## config.mk

```make
export PLATFORM = sky130hd
export DESIGN_NAME = ram_arbiter_flat
export DESIGN_NICKNAME = d
export VERILOG_FILES = /design/src/rtl/ram_arbiter_pkg.sv /design/src/rtl/ram_arbiter_if.sv /design/src/rtl/ram_byte_merge.sv /design/src/rtl/ram_arbiter.sv /design/src/flat_wrapper.sv
export SDC_FILE = /design/constraint.sdc
export NUM_CORES = 1
export LEC_CHECK = 0
export CORE_AREA = 3 3 229 231
export DETAILED_ROUTE_END_ITERATION = 6
export DIE_AREA = 0 0 232 234
export MAX_ROUTING_LAYER = met4
export PLACE_DENSITY = 0.39
export SYNTH_ARGS = -nofsm -noshare
export SYNTH_HDL_FRONTEND = slang
export SYNTH_HIERARCHICAL = 1
export SYNTH_SLANG_ARGS = --single-unit
```

## constraint.sdc

```tcl
create_clock -name clk -period 2.4 [get_ports clk]
set_clock_uncertainty 0.05 [all_clocks]
set_input_delay 0.48 -clock clk [delete_from_list [all_inputs] [get_ports clk]]
set_output_delay 0.48 -clock clk [all_outputs]
set_load 0.005 [all_outputs]
```

## src/rtl/ram_arbiter_pkg.sv

```systemverilog
// Shared constants for the fetch / load-store RAM arbiter.
// State encodings, port selects and bus widths live here.
package ram_arbiter_pkg;

  localparam int MEM_ADDR_W = 64;
  localparam int MEM_DATA_W = 64;

  typedef enum logic [1:0] {
    IDLE      = 2'd0,
    RD_WAIT   = 2'd1,
    RMW_MERGE = 2'd2,
    WR_ACK    = 2'd3
  } state_e;

  typedef enum logic {
    PORT_IF = 1'b0,
    PORT_LS = 1'b1
  } port_e;

  function automatic int strb_w(input int dw);
    return dw / 8;
  endfunction

endpackage

```

## src/rtl/ram_arbiter_if.sv

```systemverilog
// Bundle of fetch, load/store and RAM-side signals of ram_arbiter.
// slave = the arbiter, master = requesters plus RAM.
interface ram_arbiter_if
  import ram_arbiter_pkg::*;
#(
  parameter int ADDR_W = MEM_ADDR_W,
  parameter int DATA_W = MEM_DATA_W
);
  localparam int STRB_W = strb_w(DATA_W);

  logic              if_req_i;
  logic [ADDR_W-1:0] if_addr_i;
  logic              if_gnt_o;
  logic              if_rvalid_o;
  logic [DATA_W-1:0] if_rdata_o;

  logic              ls_req_i;
  logic              ls_we_i;
  logic [ADDR_W-1:0] ls_addr_i;
  logic [DATA_W-1:0] ls_wdata_i;
  logic [STRB_W-1:0] ls_wstrb_i;
  logic              ls_gnt_o;
  logic              ls_rvalid_o;
  logic [DATA_W-1:0] ls_rdata_o;

  logic [ADDR_W-1:0] ram_raddr_o;
  logic [ADDR_W-1:0] ram_waddr_o;
  logic              ram_we_o;
  logic [DATA_W-1:0] ram_wdata_o;
  logic [DATA_W-1:0] ram_rdata_i;

  modport slave (
    input  if_req_i, if_addr_i,
    output if_gnt_o, if_rvalid_o, if_rdata_o,
    input  ls_req_i, ls_we_i, ls_addr_i,
    input  ls_wdata_i, ls_wstrb_i,
    output ls_gnt_o, ls_rvalid_o, ls_rdata_o,
    output ram_raddr_o, ram_waddr_o,
    output ram_we_o, ram_wdata_o,
    input  ram_rdata_i
  );

  modport master (
    output if_req_i, if_addr_i,
    input  if_gnt_o, if_rvalid_o, if_rdata_o,
    output ls_req_i, ls_we_i, ls_addr_i,
    output ls_wdata_i, ls_wstrb_i,
    input  ls_gnt_o, ls_rvalid_o, ls_rdata_o,
    input  ram_raddr_o, ram_waddr_o,
    input  ram_we_o, ram_wdata_o,
    output ram_rdata_i
  );

endinterface

```

## src/rtl/ram_byte_merge.sv

```systemverilog
// Byte-lane merge: strobed bytes from new_i, the rest from old_i.
// Purely combinational.
module ram_byte_merge
  import ram_arbiter_pkg::*;
#(
  parameter int DATA_W = MEM_DATA_W
) (
  input  logic [DATA_W-1:0]         old_i,
  input  logic [DATA_W-1:0]         new_i,
  input  logic [strb_w(DATA_W)-1:0] strb_i,
  output logic [DATA_W-1:0]         merged_o
);

  always_comb begin
    merged_o = old_i;
    for (int i = 0; i < strb_w(DATA_W); i++) begin
      if (strb_i[i]) merged_o[i*8 +: 8] = new_i[i*8 +: 8];
    end
  end

endmodule

```

## src/rtl/ram_arbiter.sv

```systemverilog
// Round-robin arbiter sharing one RAM between fetch and load/store.
// Define RAM_ARBITER_RMW_EN for byte-strobed read-modify-write.
module ram_arbiter
  import ram_arbiter_pkg::*;
#(
  parameter int ADDR_W = MEM_ADDR_W,
  parameter int DATA_W = MEM_DATA_W,
  parameter int IDX_LO = 3
) (
  input logic          clk,
  input logic          rst_n,
  ram_arbiter_if.slave bus
);

  typedef logic [ADDR_W-1:0] addr_t;
  typedef logic [DATA_W-1:0] data_t;

  state_e state_q, state_d;
  port_e  last_q, last_d;
  port_e  owner_q, owner_d;
  addr_t  addr_q, addr_d;
  data_t  wdata_q, wdata_d;
  logic   if_rvalid_q, if_rvalid_d;
  logic   ls_rvalid_q, ls_rvalid_d;
  data_t  if_rdata_q, if_rdata_d;
  data_t  ls_rdata_q, ls_rdata_d;
  logic   ls_win, if_win;

  function automatic addr_t word_addr(input addr_t a);
    return {a[ADDR_W-1:IDX_LO], {IDX_LO{1'b0}}};
  endfunction

`ifdef RAM_ARBITER_RMW_EN
  logic [strb_w(DATA_W)-1:0] wstrb_q, wstrb_d;
  data_t merged;

  ram_byte_merge #(.DATA_W(DATA_W)) u_merge (
    .old_i    (bus.ram_rdata_i),
    .new_i    (wdata_q),
    .strb_i   (wstrb_q),
    .merged_o (merged)
  );
`else
  logic unused_wstrb;
  assign unused_wstrb = ^bus.ls_wstrb_i;
`endif

  // On a tie the port not granted last wins
  assign ls_win = bus.ls_req_i &
                  (~bus.if_req_i | (last_q == PORT_IF));
  assign if_win = bus.if_req_i & ~ls_win;

  assign bus.if_rvalid_o = if_rvalid_q;
  assign bus.ls_rvalid_o = ls_rvalid_q;
  assign bus.if_rdata_o  = if_rdata_q;
  assign bus.ls_rdata_o  = ls_rdata_q;

  always_comb begin
    state_d         = state_q;
    last_d          = last_q;
    owner_d         = owner_q;
    addr_d          = addr_q;
    wdata_d         = wdata_q;
    if_rvalid_d     = 1'b0;
    ls_rvalid_d     = 1'b0;
    if_rdata_d      = if_rdata_q;
    ls_rdata_d      = ls_rdata_q;
`ifdef RAM_ARBITER_RMW_EN
    wstrb_d         = wstrb_q;
`endif
    bus.if_gnt_o    = 1'b0;
    bus.ls_gnt_o    = 1'b0;
    bus.ram_raddr_o = '0;
    bus.ram_waddr_o = '0;
    bus.ram_we_o    = 1'b0;
    bus.ram_wdata_o = '0;
    // Outputs stay quiet while reset is held
    if (rst_n) begin
      unique case (state_q)
        IDLE: begin
          if (ls_win) begin
            bus.ls_gnt_o = 1'b1;
            owner_d      = PORT_LS;
            last_d       = PORT_LS;
            addr_d       = word_addr(bus.ls_addr_i);
            wdata_d      = bus.ls_wdata_i;
`ifdef RAM_ARBITER_RMW_EN
            wstrb_d      = bus.ls_wstrb_i;
`endif
            if (!bus.ls_we_i) begin
              bus.ram_raddr_o = word_addr(bus.ls_addr_i);
              state_d         = RD_WAIT;
            end else begin
`ifdef RAM_ARBITER_RMW_EN
              if (&bus.ls_wstrb_i) begin
                bus.ram_we_o    = 1'b1;
                bus.ram_waddr_o = word_addr(bus.ls_addr_i);
                bus.ram_wdata_o = bus.ls_wdata_i;
                state_d         = WR_ACK;
              end else if (|bus.ls_wstrb_i) begin
                bus.ram_raddr_o = word_addr(bus.ls_addr_i);
                state_d         = RMW_MERGE;
              end else begin
                state_d         = WR_ACK;
              end
`else
              bus.ram_we_o    = 1'b1;
              bus.ram_waddr_o = word_addr(bus.ls_addr_i);
              bus.ram_wdata_o = bus.ls_wdata_i;
              state_d         = WR_ACK;
`endif
            end
          end else if (if_win) begin
            bus.if_gnt_o    = 1'b1;
            owner_d         = PORT_IF;
            last_d          = PORT_IF;
            addr_d          = word_addr(bus.if_addr_i);
            bus.ram_raddr_o = word_addr(bus.if_addr_i);
            state_d         = RD_WAIT;
          end
        end
        RD_WAIT: begin
          if (owner_q == PORT_LS) begin
            ls_rvalid_d = 1'b1;
            ls_rdata_d  = bus.ram_rdata_i;
          end else begin
            if_rvalid_d = 1'b1;
            if_rdata_d  = bus.ram_rdata_i;
          end
          state_d = IDLE;
        end
`ifdef RAM_ARBITER_RMW_EN
        RMW_MERGE: begin
          bus.ram_we_o    = 1'b1;
          bus.ram_waddr_o = addr_q;
          bus.ram_wdata_o = merged;
          state_d         = WR_ACK;
        end
`endif
        WR_ACK: begin
          ls_rvalid_d = 1'b1;
          state_d     = IDLE;
        end
        default: state_d = IDLE;
      endcase
    end
  end

  always_ff @(posedge clk) begin
    if (!rst_n) begin
      state_q     <= IDLE;
      last_q      <= PORT_IF;
      owner_q     <= PORT_IF;
      addr_q      <= '0;
      wdata_q     <= '0;
      if_rvalid_q <= 1'b0;
      ls_rvalid_q <= 1'b0;
      if_rdata_q  <= '0;
      ls_rdata_q  <= '0;
`ifdef RAM_ARBITER_RMW_EN
      wstrb_q     <= '0;
`endif
    end else begin
      state_q     <= state_d;
      last_q      <= last_d;
      owner_q     <= owner_d;
      addr_q      <= addr_d;
      wdata_q     <= wdata_d;
      if_rvalid_q <= if_rvalid_d;
      ls_rvalid_q <= ls_rvalid_d;
      if_rdata_q  <= if_rdata_d;
      ls_rdata_q  <= ls_rdata_d;
`ifdef RAM_ARBITER_RMW_EN
      wstrb_q     <= wstrb_d;
`endif
    end
  end

endmodule

```

## src/flat_wrapper.sv

```systemverilog
// flat-port wrapper written by rule: the top's interface ports become plain ports
module ram_arbiter_flat import ram_arbiter_pkg::*;
#(
  parameter int ADDR_W = MEM_ADDR_W,
  parameter int DATA_W = MEM_DATA_W,
  parameter int IDX_LO = 3
)
  (clk, rst_n, bus_if_req_i, bus_if_addr_i, bus_if_gnt_o, bus_if_rvalid_o, bus_if_rdata_o, bus_ls_req_i, bus_ls_we_i, bus_ls_addr_i, bus_ls_wdata_i, bus_ls_wstrb_i, bus_ls_gnt_o, bus_ls_rvalid_o, bus_ls_rdata_o, bus_ram_raddr_o, bus_ram_waddr_o, bus_ram_we_o, bus_ram_wdata_o, bus_ram_rdata_i);
  ram_arbiter_if #(.ADDR_W(ADDR_W), .DATA_W(DATA_W)) bus_i ();
  input logic clk;
  input logic rst_n;
  input wire logic [$bits(bus_i.if_req_i)-1:0] bus_if_req_i;
  input wire logic [$bits(bus_i.if_addr_i)-1:0] bus_if_addr_i;
  output wire logic [$bits(bus_i.if_gnt_o)-1:0] bus_if_gnt_o;
  output wire logic [$bits(bus_i.if_rvalid_o)-1:0] bus_if_rvalid_o;
  output wire logic [$bits(bus_i.if_rdata_o)-1:0] bus_if_rdata_o;
  input wire logic [$bits(bus_i.ls_req_i)-1:0] bus_ls_req_i;
  input wire logic [$bits(bus_i.ls_we_i)-1:0] bus_ls_we_i;
  input wire logic [$bits(bus_i.ls_addr_i)-1:0] bus_ls_addr_i;
  input wire logic [$bits(bus_i.ls_wdata_i)-1:0] bus_ls_wdata_i;
  input wire logic [$bits(bus_i.ls_wstrb_i)-1:0] bus_ls_wstrb_i;
  output wire logic [$bits(bus_i.ls_gnt_o)-1:0] bus_ls_gnt_o;
  output wire logic [$bits(bus_i.ls_rvalid_o)-1:0] bus_ls_rvalid_o;
  output wire logic [$bits(bus_i.ls_rdata_o)-1:0] bus_ls_rdata_o;
  output wire logic [$bits(bus_i.ram_raddr_o)-1:0] bus_ram_raddr_o;
  output wire logic [$bits(bus_i.ram_waddr_o)-1:0] bus_ram_waddr_o;
  output wire logic [$bits(bus_i.ram_we_o)-1:0] bus_ram_we_o;
  output wire logic [$bits(bus_i.ram_wdata_o)-1:0] bus_ram_wdata_o;
  input wire logic [$bits(bus_i.ram_rdata_i)-1:0] bus_ram_rdata_i;
  assign bus_i.if_req_i = bus_if_req_i;
  assign bus_i.if_addr_i = bus_if_addr_i;
  assign bus_if_gnt_o = bus_i.if_gnt_o;
  assign bus_if_rvalid_o = bus_i.if_rvalid_o;
  assign bus_if_rdata_o = bus_i.if_rdata_o;
  assign bus_i.ls_req_i = bus_ls_req_i;
  assign bus_i.ls_we_i = bus_ls_we_i;
  assign bus_i.ls_addr_i = bus_ls_addr_i;
  assign bus_i.ls_wdata_i = bus_ls_wdata_i;
  assign bus_i.ls_wstrb_i = bus_ls_wstrb_i;
  assign bus_ls_gnt_o = bus_i.ls_gnt_o;
  assign bus_ls_rvalid_o = bus_i.ls_rvalid_o;
  assign bus_ls_rdata_o = bus_i.ls_rdata_o;
  assign bus_ram_raddr_o = bus_i.ram_raddr_o;
  assign bus_ram_waddr_o = bus_i.ram_waddr_o;
  assign bus_ram_we_o = bus_i.ram_we_o;
  assign bus_ram_wdata_o = bus_i.ram_wdata_o;
  assign bus_i.ram_rdata_i = bus_ram_rdata_i;
  ram_arbiter #(.ADDR_W(ADDR_W), .DATA_W(DATA_W), .IDX_LO(IDX_LO)) u_core (.clk(clk), .rst_n(rst_n), .bus(bus_i));
endmodule
```

After elaboration in Yosys (flattened, before gate mapping)
Index checks and enable logic that the tools add are counted.
{"block": "op_classes", "muxes": 32, "n_eq_ne": 2, "bitwise": 6, "n_reduce_logical": 7}
{"op": "$mux W64", "n": 13}
{"op": "$mux W1", "n": 15}
{"op": "$reduce_and A2 Y1", "n": 5}
{"op": "$mux W2", "n": 3}
{"op": "$not A1 Y1", "n": 3}
{"op": "$and A1 B1 Y1", "n": 2}
{"op": "$eq A2 B1 Y1 const B", "n": 1}
{"op": "$eq A2 B2 Y1 const B", "n": 1}
{"op": "$logic_not A2 Y1", "n": 1}
{"op": "$pmux W1 S2", "n": 1}
{"op": "$reduce_bool A2 Y1", "n": 1}
{"op": "$or A1 B1 Y1", "n": 1}
{"block": "totals", "wordCells": 53, "output_inout_bits": 325, "register_bits": 133}

Logic depth before layout (Yosys ltp)
{"block": "logic_depth", "depth_word": 9, "depth_mapped": 8, "ltp_nobuf": 3}

Least setup slack after synthesis
No wires, ideal clock.
{"block": "synth_path", "kind": "input port to output port", "from": "input port bus_ls_req_i", "to": "output port bus_ram_wdata_o[14]", "slack_ns": 0.430, "arrival_time_ns": 1.440, "n_path_buf": 4, "t_required_ns": 1.870, "cell_stages": 7, "path_cell_list": "a21boi_1 -> buf_4 -> and3_1 -> buf_6 -> buf_6 -> buf_6 -> and2_1"}
{"block": "synth_between", "elab_chain_cells": 4}
{"element": "from (decl)", "line_no": "flat_wrapper.sv:17", "source": "input wire logic [$bits(bus_i.ls_req_i)-1:0] bus_ls_req_i;"}
{"element": "$and A1 B1 Y1", "line_no": "ram_arbiter.sv:49", "source": "assign ls_win = bus.ls_req_i &"}
{"element": "$mux W64", "line_no": "ram_arbiter.sv:81", "source": "if (ls_win) begin"}
{"element": "$mux W64", "line_no": "ram_arbiter.sv:79", "source": "unique case (state_q)"}
{"element": "$mux W64", "line_no": "ram_arbiter.sv:78", "source": "if (rst_n) begin"}
{"element": "to (decl)", "line_no": "flat_wrapper.sv:28", "source": "output wire logic [$bits(bus_i.ram_wdata_o)-1:0] bus_ram_wdata_o;"}
No other way between the ends.

Worst setup path in the final report
{"block": "layout_path", "from": "input port rst_n", "to": "output port bus_ram_waddr_o[22]"}
{"block": "layout_between", "elab_chain_cells": 1}
{"element": "from (decl)", "line_no": "flat_wrapper.sv:11", "source": "input logic rst_n;"}
{"element": "$mux W64", "line_no": "ram_arbiter.sv:78"}
{"element": "to (decl)", "line_no": "flat_wrapper.sv:26", "source": "output wire logic [$bits(bus_i.ram_waddr_o)-1:0] bus_ram_waddr_o;"}
No other way between the ends.

==> flow_summary.ini <==
[sta]
slew_violations = 0
finalHoldViolCount = 0
period_minus_slack_ns = 2.58
relSlewSlack_pct = 30.7
setup_slack_ns = -0.175
fmax_ghz = 0.388
fin_crit_sh_pct = 107
finalSetupViolCount = 126
worstMarginPinSlew_ns = 1.04
rsz0062_at_grt = true

[floorplan]
io_pins = 594
die_x_um = 232
die_height_um = 234
dieArea_um2 = 54300
core_um2 = 50300
initial_utilization_pct = 13.2
num_rows = 82

[critical_path]
max_stage_delay_ns = 0.28
cp-end-kind = output pin
critPathSlowestCell = clkdlybuf4s15_2
worstPathMaxFanout = 6
worstPathArrival_ns = 2.05
worstPathRequired_ns = 1.87
r2r_cells = 5
crit_top_cell = buf_12
crit_chain = clkdlybuf4s15_2 -> nor3b_2 -> and3_4 -> buf_12 -> buf_12 -> buf_12 -> buf_6 -> buf_6 -> and2_1 -> buf_2
worstSetupStartpointType = primary input
reg2reg_slack_ns = 0.51
path_class = primary input to output pin

[pwr]
power.density_nw_per_um2 = 471
power_leakage_uw = 0.00614
ir_drop_uv = 274

[placed_design]
dp_cells = 2159
post-dp-hpwl_mm = 36.8
gp_congestion = 0.958
portBuffers = 573

[finish]
drive_above_1_share_pct = 32.4
final_util_pct = 30.9
nets = 1862
instances_no_fill = 2282
nFillCells = 5473
area_delta_synth_final_pct = 134

[clocking]
clkLatencyLatePin_ns = 0.43
cts_buffers = 17
h-tree-depth = 4
clk_pin_slew_ns = 0.06
cts_buffer_depth = 2
hold_buffers = 0
cts-root-buf = clkbuf_16
cts_tree = built
cts_sinks = 133

[status]
status = complete, but fails checks
failed_checks = negative setup slack

[route]
drt_iter0_drc = 414
drc = 0
first_pass_iters = 4
wire_per_inst_um = 21.3
totalWireLength_mm = 48.5
vias = 9021
via_per_inst = 3.95
postRouteAntennaNets = 0

[synth]
ys.flop_type = dfxtp_1
postSynthAreaPerCell_um2 = 7.08
synth_area_leaders = dfxtp_1 40%, nand2_1 18%, a21oi_1 14%
yosys_warnings = 6
ys_types = 26
syn-cell-area_um2 = 6620
synth_top_cell_by_area = dfxtp_1
synthArstFlopShare_pct = 0
ys_top_cells_by_count = 316 x nand2_1, 189 x a21oi_1, 133 x dfxtp_1, 126 x and2_1, 62 x nand3b_1
yosysMostFrequentCell = nand2_1
ys_ff_latch = 133
synth-edff-count = 0
synth_top_area_share_pct = 40.2
synthCells = 934
yosysSeqAreaShare_pct = 40.2

[min_path]
hold_depth = 2
hold_path_class = register to register

[run]
cap_violations = 0

[grt]
grt_pass1_vias = 9108
overflow = 0
grt_max_degree = 66
antenna_found_initial = 7
grt_first_pass_wirelength_mm = 64.9
grtUsageTotal_pct = 17.2
## state kept, by name (all words and copies together), names as in the netlist
signal,cells
u_core/bus.if_rdata_o,64
u_core/bus.ls_rdata_o,64
u_core/state_q,2
u_core/bus.if_rvalid_o,1
u_core/bus.ls_rvalid_o,1
u_core/owner_q,1
## final cells by class
cell class / instances / area (um2) / share of cell area, %
timing repair buffer: 724 / 7270 / 46.8
multi-input combinational: 715 / 4070 / 26.2
antenna: 4 / 10.0 / 0.0645
tap: 672 / 841 / 5.42
inverter: 2 / 10.0 / 0.0645
clock buffer: 21 / 480 / 3.10
clock inverter: 11 / 171 / 1.10
sequential: 133 / 2670 / 17.2
## logic make-up (layout without fill, tap and decap cells)
group / Yosys count / after routing / synth area share (%)
AOI/OAI and AO/OA: 195 / 195 / 15.0
DFF: 133 / 133 / 40.2
other: 1 / 10 / 0.0567
buffers and inverters: 91 / 758 / 6.75
and+or+nand+nor: 514 / 514 / 37.9
## cells in the final DEF, fill, tap and decap left out, drive strengths merged
cell / Yosys / layout
nand3b: 62 / 62
o211a: 1 / 1
clkinv: 0 / 4
or3b: 1 / 1
conb: 1 / 6
a311oi: 1 / 1
and2: 126 / 126
nand2: 316 / 316
nor3b: 2 / 2
a21oi: 189 / 189
a21boi: 2 / 2
diode: 0 / 4
bufinv: 0 / 4
nand3: 1 / 1
a21bo: 1 / 1
clkinvlp: 0 / 2
nor2: 2 / 2
clkdlybuf4s50: 0 / 380
dfxtp: 133 / 133
clkbuf: 48 / 36
o21ai: 1 / 1
and3: 3 / 3
clkdlybuf4s15: 0 / 21
dlygate4sd2: 0 / 5
inv: 2 / 3
and3b: 1 / 1
buf: 41 / 303
## path summary, 6_finish.rpt
| path | from | endpoint |
|---|---|---|
| setup / recovery | rst_n | bus_ram_waddr_o[22] |
| hold / removal | u_core/bus.ls_rdata_o[53]$_SDFFE_PN0P_ | u_core/bus.ls_rdata_o[53]$_SDFFE_PN0P_ |
| setup reg to reg | u_core/owner_q$_SDFFE_PN0P_ | u_core/bus.if_rdata_o[19]$_SDFFE_PN0P_ |
| hold reg to reg | u_core/bus.ls_rdata_o[53]$_SDFFE_PN0P_ | u_core/bus.ls_rdata_o[53]$_SDFFE_PN0P_ |
## where the power goes
| group | switching (uW) | internal [uW] |
|---|---|---|
| sequential | 51.8 | 2310 |
| combinational | 868 | 1160 |
| clock | 1050 | 1850 |
| total | 1970 | 5330 |
## metal layers
layer	vias to the layer above	share of wire, %	track usage (%)
li1	4335	-	-
met1	4236	36	16.6
met2	377	51	30.6
met3	73	8.6	6.40
met4	0	4.7	8.25
met5	-	0	-
## critical path: cells and delay by family
family / cells / cell delay, ns
AND/OR/NAND/NOR: 3 / 0.61
buffers and inverters: 7 / 0.94
## metrics by stage
stage	cell area [um2]	setup slack, ns	total power, uW	TNS (ns)	hold slack, ns
floorplan	6640	0.430	2900	0	0.403
global placement	13500	-0.848	4130	-138.51	0.393
detailed placement	13500	-0.870	4130	-138.12	0.396
CTS	14700	-0.338	7290	-17.85	0.405
global route	15500	-0.224	7650	-15.93	0.419
finish	15500	-0.175	7300	-8.46	0.402
## repair_timing
| item | in CTS | in global routing |
|---|---|---|
| resized for setup | 668 | 395 |
| buffers inserted | 46 | 40 |
| gates cloned | 8 | 5 |
| endpoints found under the setup margin | 189 | 164 |
| pin swaps | 9 | 60 |
Note: power is estimated with default switching activity, not from simulation.
